$ cat src/rtl/demux_pkg.sv
// Shared constants, lane state type and popcount helper for demux1_8_buf.
package demux_pkg;

  localparam int WIDTH_DEF = 32;
  localparam int LANES     = 8;
  localparam int SEL_W     = 3;
  localparam int CNT_W     = 4;

  typedef enum logic {
    EMPTY = 1'b0,
    FULL  = 1'b1
  } lane_state_e;

  function automatic logic [CNT_W-1:0] popcnt(
    input logic [LANES-1:0] v
  );
    logic [CNT_W-1:0] c;
    c = '0;
    for (int i = 0; i < LANES; i++)
      c = c + CNT_W'(v[i]);
    return c;
  endfunction

endpackage

$ cat src/rtl/demux1_8_lane.sv
// One output lane: holding register, valid flag and lane-level ready.
module demux1_8_lane
  import demux_pkg::*;
#(
  parameter int WIDTH = WIDTH_DEF
) (
  input  logic             clk,
  input  logic             rst,
  input  logic             load,
  input  logic             clear,
  input  logic             ack,
  input  logic [WIDTH-1:0] d,
  output logic [WIDTH-1:0] q,
  output logic             valid,
  output logic             rdy
);

  lane_state_e      state_q, state_d;
  logic [WIDTH-1:0] data_q, data_d;

  always_comb begin
    state_d = state_q;
    data_d  = data_q;
    if (load) begin
      state_d = FULL;
      data_d  = d;
    end else if (clear) begin
      state_d = EMPTY;
    end
  end

  always_ff @(posedge clk or posedge rst) begin
    if (rst) begin
      state_q <= EMPTY;
      data_q  <= '0;
    end else begin
      state_q <= state_d;
      data_q  <= data_d;
    end
  end

  assign q     = data_q;
  assign valid = (state_q == FULL);
  assign rdy   = (state_q == EMPTY) | ack;

endmodule

$ cat src/rtl/demux1_8_buf.sv
// Buffered 1-to-8 demux with per-lane backpressure and occupancy count.
// Optional broadcast port enabled by defining DEMUX_BCAST_EN.
module demux1_8_buf
  import demux_pkg::*;
#(
  parameter int WIDTH = WIDTH_DEF
) (
  input  logic                   clk,
  input  logic                   rst,
  input  logic [WIDTH-1:0]       in_data,
  input  logic [SEL_W-1:0]       s,
  input  logic                   in_valid,
  output logic                   in_ready,
  output logic [LANES*WIDTH-1:0] out_data,
  output logic [LANES-1:0]       out_valid,
  input  logic [LANES-1:0]       out_ack,
`ifdef DEMUX_BCAST_EN
  input  logic                   bcast,
`endif
  output logic [CNT_W-1:0]       count
);

  logic [LANES-1:0] sel_oh;
  logic [LANES-1:0] lane_rdy;
  logic [LANES-1:0] load;
  logic [LANES-1:0] clear;
  logic [CNT_W-1:0] count_q, count_d;

  // Gating on in_valid keeps an unknown s away from lane state.
  always_comb begin
    sel_oh = '0;
    if (in_valid)
      sel_oh[s] = 1'b1;
  end

`ifdef DEMUX_BCAST_EN
  always_comb begin
    in_ready = bcast ? (&lane_rdy) : lane_rdy[s];
    load     = '0;
    if (in_valid & in_ready)
      load = bcast ? {LANES{1'b1}} : sel_oh;
  end
`else
  always_comb begin
    in_ready = lane_rdy[s];
    load     = sel_oh & {LANES{in_ready}};
  end
`endif

  assign clear = out_ack & out_valid & ~load;

  always_comb begin
    count_d = count_q
            + popcnt(load & ~out_valid)
            - popcnt(clear);
  end

  always_ff @(posedge clk or posedge rst) begin
    if (rst)
      count_q <= '0;
    else
      count_q <= count_d;
  end

  assign count = count_q;

  for (genvar k = 0; k < LANES; k++) begin : g_lane
    demux1_8_lane #(.WIDTH(WIDTH)) u_lane (
      .clk   (clk),
      .rst   (rst),
      .load  (load[k]),
      .clear (clear[k]),
      .ack   (out_ack[k]),
      .d     (in_data),
      .q     (out_data[k*WIDTH +: WIDTH]),
      .valid (out_valid[k]),
      .rdy   (lane_rdy[k])
    );
  end

endmodule

$ cat config.mk
export PLATFORM = sky130hd
export DESIGN_NAME = demux1_8_buf
export DESIGN_NICKNAME = d
export VERILOG_FILES = /design/src/rtl/demux_pkg.sv /design/src/rtl/demux1_8_lane.sv /design/src/rtl/demux1_8_buf.sv
export SDC_FILE = /design/constraint.sdc
export NUM_CORES = 1
export LEC_CHECK = 0
export ABC_AREA = 1
export CORE_AREA = 2 2 158 160
export CTS_BUF_LIST = sky130_fd_sc_hd__clkbuf_4
export CTS_CLUSTER_DIAMETER = 30
export DETAILED_ROUTE_END_ITERATION = 16
export DIE_AREA = 0 0 160 162
export HOLD_SLACK_MARGIN = 0.12
export PLACE_DENSITY = 0.81
export SYNTH_ARGS = -nofsm -noshare
export SYNTH_HDL_FRONTEND = slang
export SYNTH_SLANG_ARGS = --single-unit
$ cat constraint.sdc
create_clock -name clk -period 10.9 [get_ports clk]
set_clock_uncertainty 0.15 [all_clocks]
set_input_delay 1.09 -clock clk [delete_from_list [all_inputs] [get_ports clk]]
set_output_delay 1.09 -clock clk [all_outputs]
set_load 0.1 [all_outputs]
==> results of run 1 <==
-- worst max-delay path by stage --
stage                     to
floorplan           count[0]
global placement    count[3]
detailed placement  count[3]
CTS                 count[3]
global route        count[3]
finish              count[3]
-- routing by layer --
metal / global-route usage / share of wire / vias up
met5: 0 / 0 / -
met1: 0.389 / 0.38 / 5367
li1: - / - / 4923
met2: 0.477 / 0.47 / 669
met4: 0.158 / 0.043 / 0
met3: 0.0761 / 0.11 / 118
-- logic make-up (layout without fill, tap and decap cells) --
| kind of cell | count (synthesis) | after routing |
|---|---|---|
| and+or+nand+nor | 837 | 837 |
| xor gates and xnor gates | 3 | 3 |
| AOI/OAI and AO/OA | 7 | 7 |
| other | 0 | 1 |
| DFF | 268 | 268 |
| buffers and inverters | 195 | 485 |
| adders and majority gates | 16 | 16 |
-- power breakdown --
part	total, mW	switching [mW]	internal (mW)
Sequential	1.38	0.154	1.23
Clock	0.822	0.405	0.417
Combinational	2.68	2.14	0.542
-- cells in the final DEF (no fill, tap or decap), drive strengths merged --
| master | n |
|---|---|
| dfrtp | 268 |
| nor3 | 1 |
| inv | 51 |
| o21ai | 7 |
| ha | 3 |
| clkdlybuf4s50 | 314 |
| nand4 | 256 |
| xnor2 | 3 |
| fa | 13 |
| nor4 | 2 |
| clkbuf | 99 |
| nand3b | 3 |
| diode | 1 |
| clkinv | 12 |
| nand2 | 543 |
| buf | 9 |
| nand3 | 15 |
| nor2 | 17 |
-- stage by stage --
stage	instance area [um^2]	worst slack, ns
global placement	14800	3.07
global route	15600	3.18
finish	15600	3.50
CTS	15600	3.57
detailed placement	14800	2.87
floorplan	11900	2.28
-- worst min-delay path, stage by stage (launching register included) --
cell and delay, ns:
sky130_fd_sc_hd__dfrtp_1 0.33, sky130_fd_sc_hd__nand2_1 0.05, sky130_fd_sc_hd__nand2_1 0.05
-- layout make-up --
class / instances / area, um^2 / area share
Clock inverter: 16 / 65.1 / 0.00416
Antenna cell: 1 / 2.50 / 0.000160
Tap cell: 324 / 405 / 0.0259
Multi-Input combinational cell: 863 / 4300 / 0.275
Sequential cell: 268 / 6710 / 0.429
Clock buffer: 99 / 743 / 0.0476
Inverter: 47 / 191 / 0.0122
Timing Repair Buffer: 323 / 3210 / 0.205
-- state kept, by name (all words and copies together) (netlist names) --
name	count
count	4
g_lane.u_lane.q	256
g_lane.u_lane.valid	8
==> impl_metrics.json, run 1 <==
{
  "grt_start_max_net_pins": 166,
  "drt_wl_cell_um": 20.3,
  "cts-resized-gates": 0,
  "ffs_w_async_s_r_synth": 1.00,
  "holdBufCountCts": 0,
  "ctsLongestPathBuffers": 3,
  "numPlacedInstances": 1825,
  "crit_path_frequent_cell": "sky130_fd_sc_hd__fa_1",
  "clock.fmax_mhz": 135,
  "utilization": 0.648,
  "netlist_area_um2": 11900,
  "drt-total-wl_um": 39400,
  "tightest_slew_ns": 1.20,
  "nNetsFinal": 1637,
  "dp_hpwl_um": 24600,
  "syn_to_final_growth_pct": 31.5,
  "clkSlewWorstSetupHoldPaths_ns": 0.06,
  "regToRegEndpoint": "count[3]",
  "sequential_element_share_of_the_synthesized_area": 0.564,
  "worst-path-stages": 20,
  "drive_above_1_share": 0.0848,
  "p_per_area_nw_per_um2": 312,
  "endpoint_kind": "flip-flop",
  "classification_of_the_worst_slack_hold_path": "flip-flop to flip-flop",
  "area_share_of_fa_ha_maj_cells_after_synthesis": 0.0251,
  "worst_path_max_delay_cell": "sky130_fd_sc_hd__nand3_2",
  "io_pins": 315,
  "via_count": 11100,
  "core_region_area_um2": 24100,
  "worst-path-max-fanout": 49,
  "power.leakage_nw": 7.80,
  "global_route.usage.total": 0.302,
  "path_buf_inv": 6,
  "initial_antenna_violation_count": 1,
  "critical_path.top_delay_family": "adder cells",
  "globalRouteOverflowTotal": 0,
  "final.hold.worst_slack_ns": 0.314,
  "floorplan.die_area_um2": 25900,
  "vias_per_cell": 5.71,
  "yosys.area_share.xor_xnor": 0.00221,
  "yosysWarningCount": 0,
  "max-vdd-ir-drop_mv": 0.178,
  "post-route-period-util": 0.679,
  "fin_total_pwr_mw": 4.88,
  "postSynthNetCount": 1388,
  "edff_count_synth": 0,
  "fp-row-count": 57,
  "die-width_um": 160,
  "cp_data_required_time_ns": 11.30,
  "layout.filler_cells": 2044,
  "pins_over_their_slew_limit": 0,
  "largest_incremental_delay_on_the_critical_path_ns": 1.02,
  "rsz_0062_raised_after_global_routing": "no",
  "run_status": "complete, no violations",
  "post_layout_nonfiller_instances": 1941,
  "synth-compound-area-share": 0.00295,
  "drt_pre_antenna_iters": 6,
  "io_buf_count": 314,
  "synthMuxAreaShare": 0,
  "cts_made_buffers": 72,
  "min_from": "g_lane[7].u_lane.q[14]",
  "root_buffer": "sky130_fd_sc_hd__clkbuf_4",
  "post_synth_inst_count": 1326,
  "synth_commonest_cells": "sky130_fd_sc_hd__nand2_1 (543), sky130_fd_sc_hd__dfrtp_1 (268), sky130_fd_sc_hd__nand4_1 (256), sky130_fd_sc_hd__buf_2 (68), sky130_fd_sc_hd__inv_1 (45)",
  "first_global_vias": 10900,
  "ff2ff_setup_slack_ns": 4.24,
  "timing.critical_path.from_type": "primary input",
  "postSynthRegisterBits": 268,
  "min_path_cells": 2,
  "synth_top_cells_by_area": "sky130_fd_sc_hd__dfrtp_1 (56%), sky130_fd_sc_hd__nand2_1 (17%), sky130_fd_sc_hd__nand4_1 (13%), sky130_fd_sc_hd__buf_2 (2.9%), sky130_fd_sc_hd__fa_1 (2.2%)",
  "tritoncts_clock_tree": "done",
  "hold_end": "g_lane[7].u_lane.q[14]",
  "main_combinational_cell_family_by_area_after_synthesis": "simple AND/OR/NAND/NOR gates",
  "crit_chain": "clkdlybuf4s50_1 > inv_2 > nand3_1 > nand2_1 > nor2_4 > nand3_2 > nand2_1 > inv_1 > fa_1 > fa_1 > inv_1 > fa_1 > inv_1 > fa_1 > fa_1 > inv_1 > ha_1 > fa_1 > xnor2_1 > xnor2_1",
  "max_cap_viol_count": 0,
  "postCtsSetupRepairBufs": 0,
  "synth_largest_area_cell": "sky130_fd_sc_hd__dfrtp_1",
  "synth_simple_gate_area_frac": 0.327,
  "worst_skew_pair.late_latency_ns": 0.64,
  "timing.setup.tns_ns": 0,
  "chipHeight_um": 162,
  "worstSetupPathType": "primary input to flip-flop",
  "finalHoldViolCount": 0,
  "ys_dominant_reg_cell": "sky130_fd_sc_hd__dfrtp_1",
  "drt.antenna.violating_nets": 0,
  "arrival_ns": 7.80,
  "cts.sinks": 268,
  "dr.first_iter.drc_count": 938,
  "initial_core_util": 0.493,
  "critPathLaunch": "s[0]",
  "drt_drc_violations_left": 0,
  "post-synth-top-count-cell": "sky130_fd_sc_hd__nand2_1",
  "setup_viol": 0,
  "netlist.area_leader.share": 0.564,
  "cts-htree-levels": 3,
  "post-route-min-period_ns": 7.40,
  "headroom_to_the_max_slew_limit": 0.197,
  "post_synth_cell_types": 23,
  "reg2reg_depth": 20,
  "grt_pass1_wl_um": 61000,
  "mean_post_synth_cell_area_um2": 8.96,
  "startpoint_of_the_most_critical_register_to_register_path": "g_lane[0].u_lane.valid",
  "finalWeightedCongestion": 0.944
}
No activity file was read; power rests on OpenSTA's default activity.
==> run 2: changes to the inputs <==
clock period = 7.7 ns   (was 10.9 ns; I/O delays follow)
==> run 2 against run 1 <==
Non-clock buffer count grew 11. Clock-buffer cell count grew 5. Critical path depth shrank 1. Die area is the same. Core utilization grew 1.0 points. Setup slack lost 1.5 ns. Sequential power grew 42%. Critical path type unchanged. Highest routed layer unchanged.
==> impl_metrics.json, run 2 (synthesis gave the netlist of run 1 again) <==
{
  "crit_path_frequent_cell": "sky130_fd_sc_hd__fa_1",
  "setup_slack_ns": 2.03,
  "cts.sinks": 268,
  "area.sequential_um2": 6710,
  "finalHoldViolCount": 0,
  "initial_core_util": 0.493,
  "utilization": 0.659,
  "worst_path_max_delay_cell": "sky130_fd_sc_hd__clkdlybuf4s50_1",
  "startpoint_of_the_most_critical_register_to_register_path": "g_lane[6].u_lane.valid",
  "multi_input_comb_area_um2": 4300,
  "crit_chain": "clkdlybuf4s50_1 > nand2_1 > inv_1 > nand3_1 > nand2_1 > nor3_1 > nand3b_1 > fa_1 > inv_1 > fa_1 > fa_1 > inv_1 > fa_1 > fa_1 > inv_1 > ha_1 > fa_1 > xnor2_1 > xnor2_1",
  "drt_wl_cell_um": 20.4,
  "timing.critical_path.from_type": "primary input",
  "cts-resized-gates": 0,
  "cp_data_required_time_ns": 8.11,
  "ff2ff_setup_slack_ns": 2.46,
  "layout.cells.most_common_list": "sky130_fd_sc_hd__nand2_1 (543), sky130_fd_sc_hd__clkdlybuf4s50_1 (314), sky130_fd_sc_hd__dfrtp_1 (268)",
  "worst-path-max-fanout": 7,
  "grt_start_max_net_pins": 125,
  "globalRouteOverflowTotal": 0,
  "timing.setup.tns_ns": 0,
  "number_of_flip_flops_under_the_largest_register_name": 256,
  "io_buf_count": 314,
  "regToRegEndpoint": "count[3]",
  "clock.fmax_mhz": 176,
  "pins_over_their_slew_limit": 0,
  "use_met1": 0.384,
  "cts-htree-levels": 3,
  "cts_made_buffers": 71,
  "post-route-min-period_ns": 5.67,
  "power.leakage_nw": 7.91,
  "headroom_to_the_max_slew_limit": 0.276,
  "drt_drc_violations_left": 0,
  "layout_commonest_cell": "sky130_fd_sc_hd__nand2_1",
  "floorplan.die_area_um2": 25900,
  "top_usage_layer": "met2",
  "arrival_ns": 6.08,
  "reg2reg_depth": 18,
  "global_route.usage.total": 0.308,
  "fp-row-count": 57,
  "drt.antenna.violating_nets": 0,
  "core_region_area_um2": 24100,
  "initial_antenna_violation_count": 1,
  "vias_per_cell": 5.65,
  "hold_end": "g_lane[3].u_lane.q[17]",
  "drt_pre_antenna_iters": 5,
  "largest_incremental_delay_on_the_critical_path_ns": 0.58,
  "chipHeight_um": 162,
  "ctsLongestPathBuffers": 3,
  "root_buffer": "sky130_fd_sc_hd__clkbuf_4",
  "post-route-period-util": 0.736,
  "die-width_um": 160,
  "groute.layer.met3.usage": 0.0804,
  "max_cap_viol_count": 0,
  "min_path_cells": 2,
  "seqPwrFrac": 0.277,
  "tightest_slew_ns": 1.09,
  "syn_to_final_growth_pct": 33.6,
  "io_pins": 315,
  "internal_power_mw": 3.27,
  "holdBufCountCts": 0,
  "via_count": 11100,
  "worstSetupPathType": "primary input to flip-flop",
  "clock_power_share": 0.190,
  "critPathLaunch": "s[1]",
  "run_status": "complete, no violations",
  "nNetsFinal": 1647,
  "finalWeightedCongestion": 0.924,
  "p_per_area_nw_per_um2": 447,
  "dp_slack_ns": 1.44,
  "met2_use_gr": 0.503,
  "setup_viol": 0,
  "worst_skew_pair.late_latency_ns": 0.65,
  "dr.first_iter.drc_count": 984,
  "dp_hpwl_um": 25600,
  "grt_pass1_wl_um": 61900,
  "first_global_vias": 11000,
  "drt-total-wl_um": 40100,
  "endpoint_kind": "flip-flop",
  "max-vdd-ir-drop_mv": 0.289,
  "rsz_0062_raised_after_global_routing": "no",
  "clkSlewWorstSetupHoldPaths_ns": 0.07,
  "netSwitchingPower_mw": 3.84,
  "postCtsSetupRepairBufs": 0,
  "layout.filler_cells": 2042,
  "drive_above_1_share": 0.0935,
  "tritoncts_clock_tree": "done",
  "switching_power_as_a_share_of_total_power": 0.540,
  "classification_of_the_worst_slack_hold_path": "flip-flop to flip-flop",
  "min_from": "g_lane[3].u_lane.q[17]",
  "pwr-share-comb": 0.534
}
-- run 2: layout make-up --
class                      instances  share of cell area
sequential                       268               0.422
tap                              324              0.0255
inverter                          47              0.0118
clock inverter                    21              0.0119
clock buffer                     104              0.0492
timing repair buffer             334               0.208
multi-input combinational        863               0.271
antenna                            1            0.000158
-- run 2: critical path: cells and delay by family --
| kind | cells | cell delay (ns) |
|---|---|---|
| xor+xnor | 2 | 0.34 |
| fa+ha+maj | 7 | 2.83 |
| buf+inv | 5 | 0.81 |
| simple gates | 5 | 1.31 |
-- run 2: how the worst max path moves through the flow --
stage / to / slack, ns
2_1_floorplan: count[3] / 0.33
3_3_place_gp: count[3] / 1.46
3_5_place_dp: count[3] / 1.44
4_1_cts: count[3] / 2.11
5_1_grt: count[3] / 1.80
6_report: count[3] / 2.03
-- run 2: metal layers --
layer	vias up	routed length (um)	share of wire
met1	5452	15700	0.39
li1	4966	-	-
met3	110	3620	0.090
met4	0	1530	0.038
met5	-	0	0
met2	554	19300	0.48
-- run 2: metrics by stage --
stage          instances  hold WS (ns)  total power [mW]  instance area (um^2)
4_1_cts             1961         0.323              7.14                 15900
3_5_place_dp        1836         0.307              5.78                 14900
6_report            1962         0.321              7.11                 15900
3_3_place_gp        1836         0.302              5.72                 14900
5_1_grt             1962         0.336              7.37                 15900
2_1_floorplan       1326         0.353              4.83                 11900
-- run 2: power groups by stage --
| stage | logic (mW) | clock network (mW) | registers (mW) |
|---|---|---|---|
| 3_3_place_gp | 3.75 | 0 | 1.97 |
| 4_1_cts | 3.80 | 1.37 | 1.96 |
| 5_1_grt | 3.93 | 1.45 | 2.00 |
| 3_5_place_dp | 3.80 | 0 | 1.98 |
| 6_report | 3.79 | 1.35 | 1.96 |
| 2_1_floorplan | 0.514 | 0 | 4.32 |
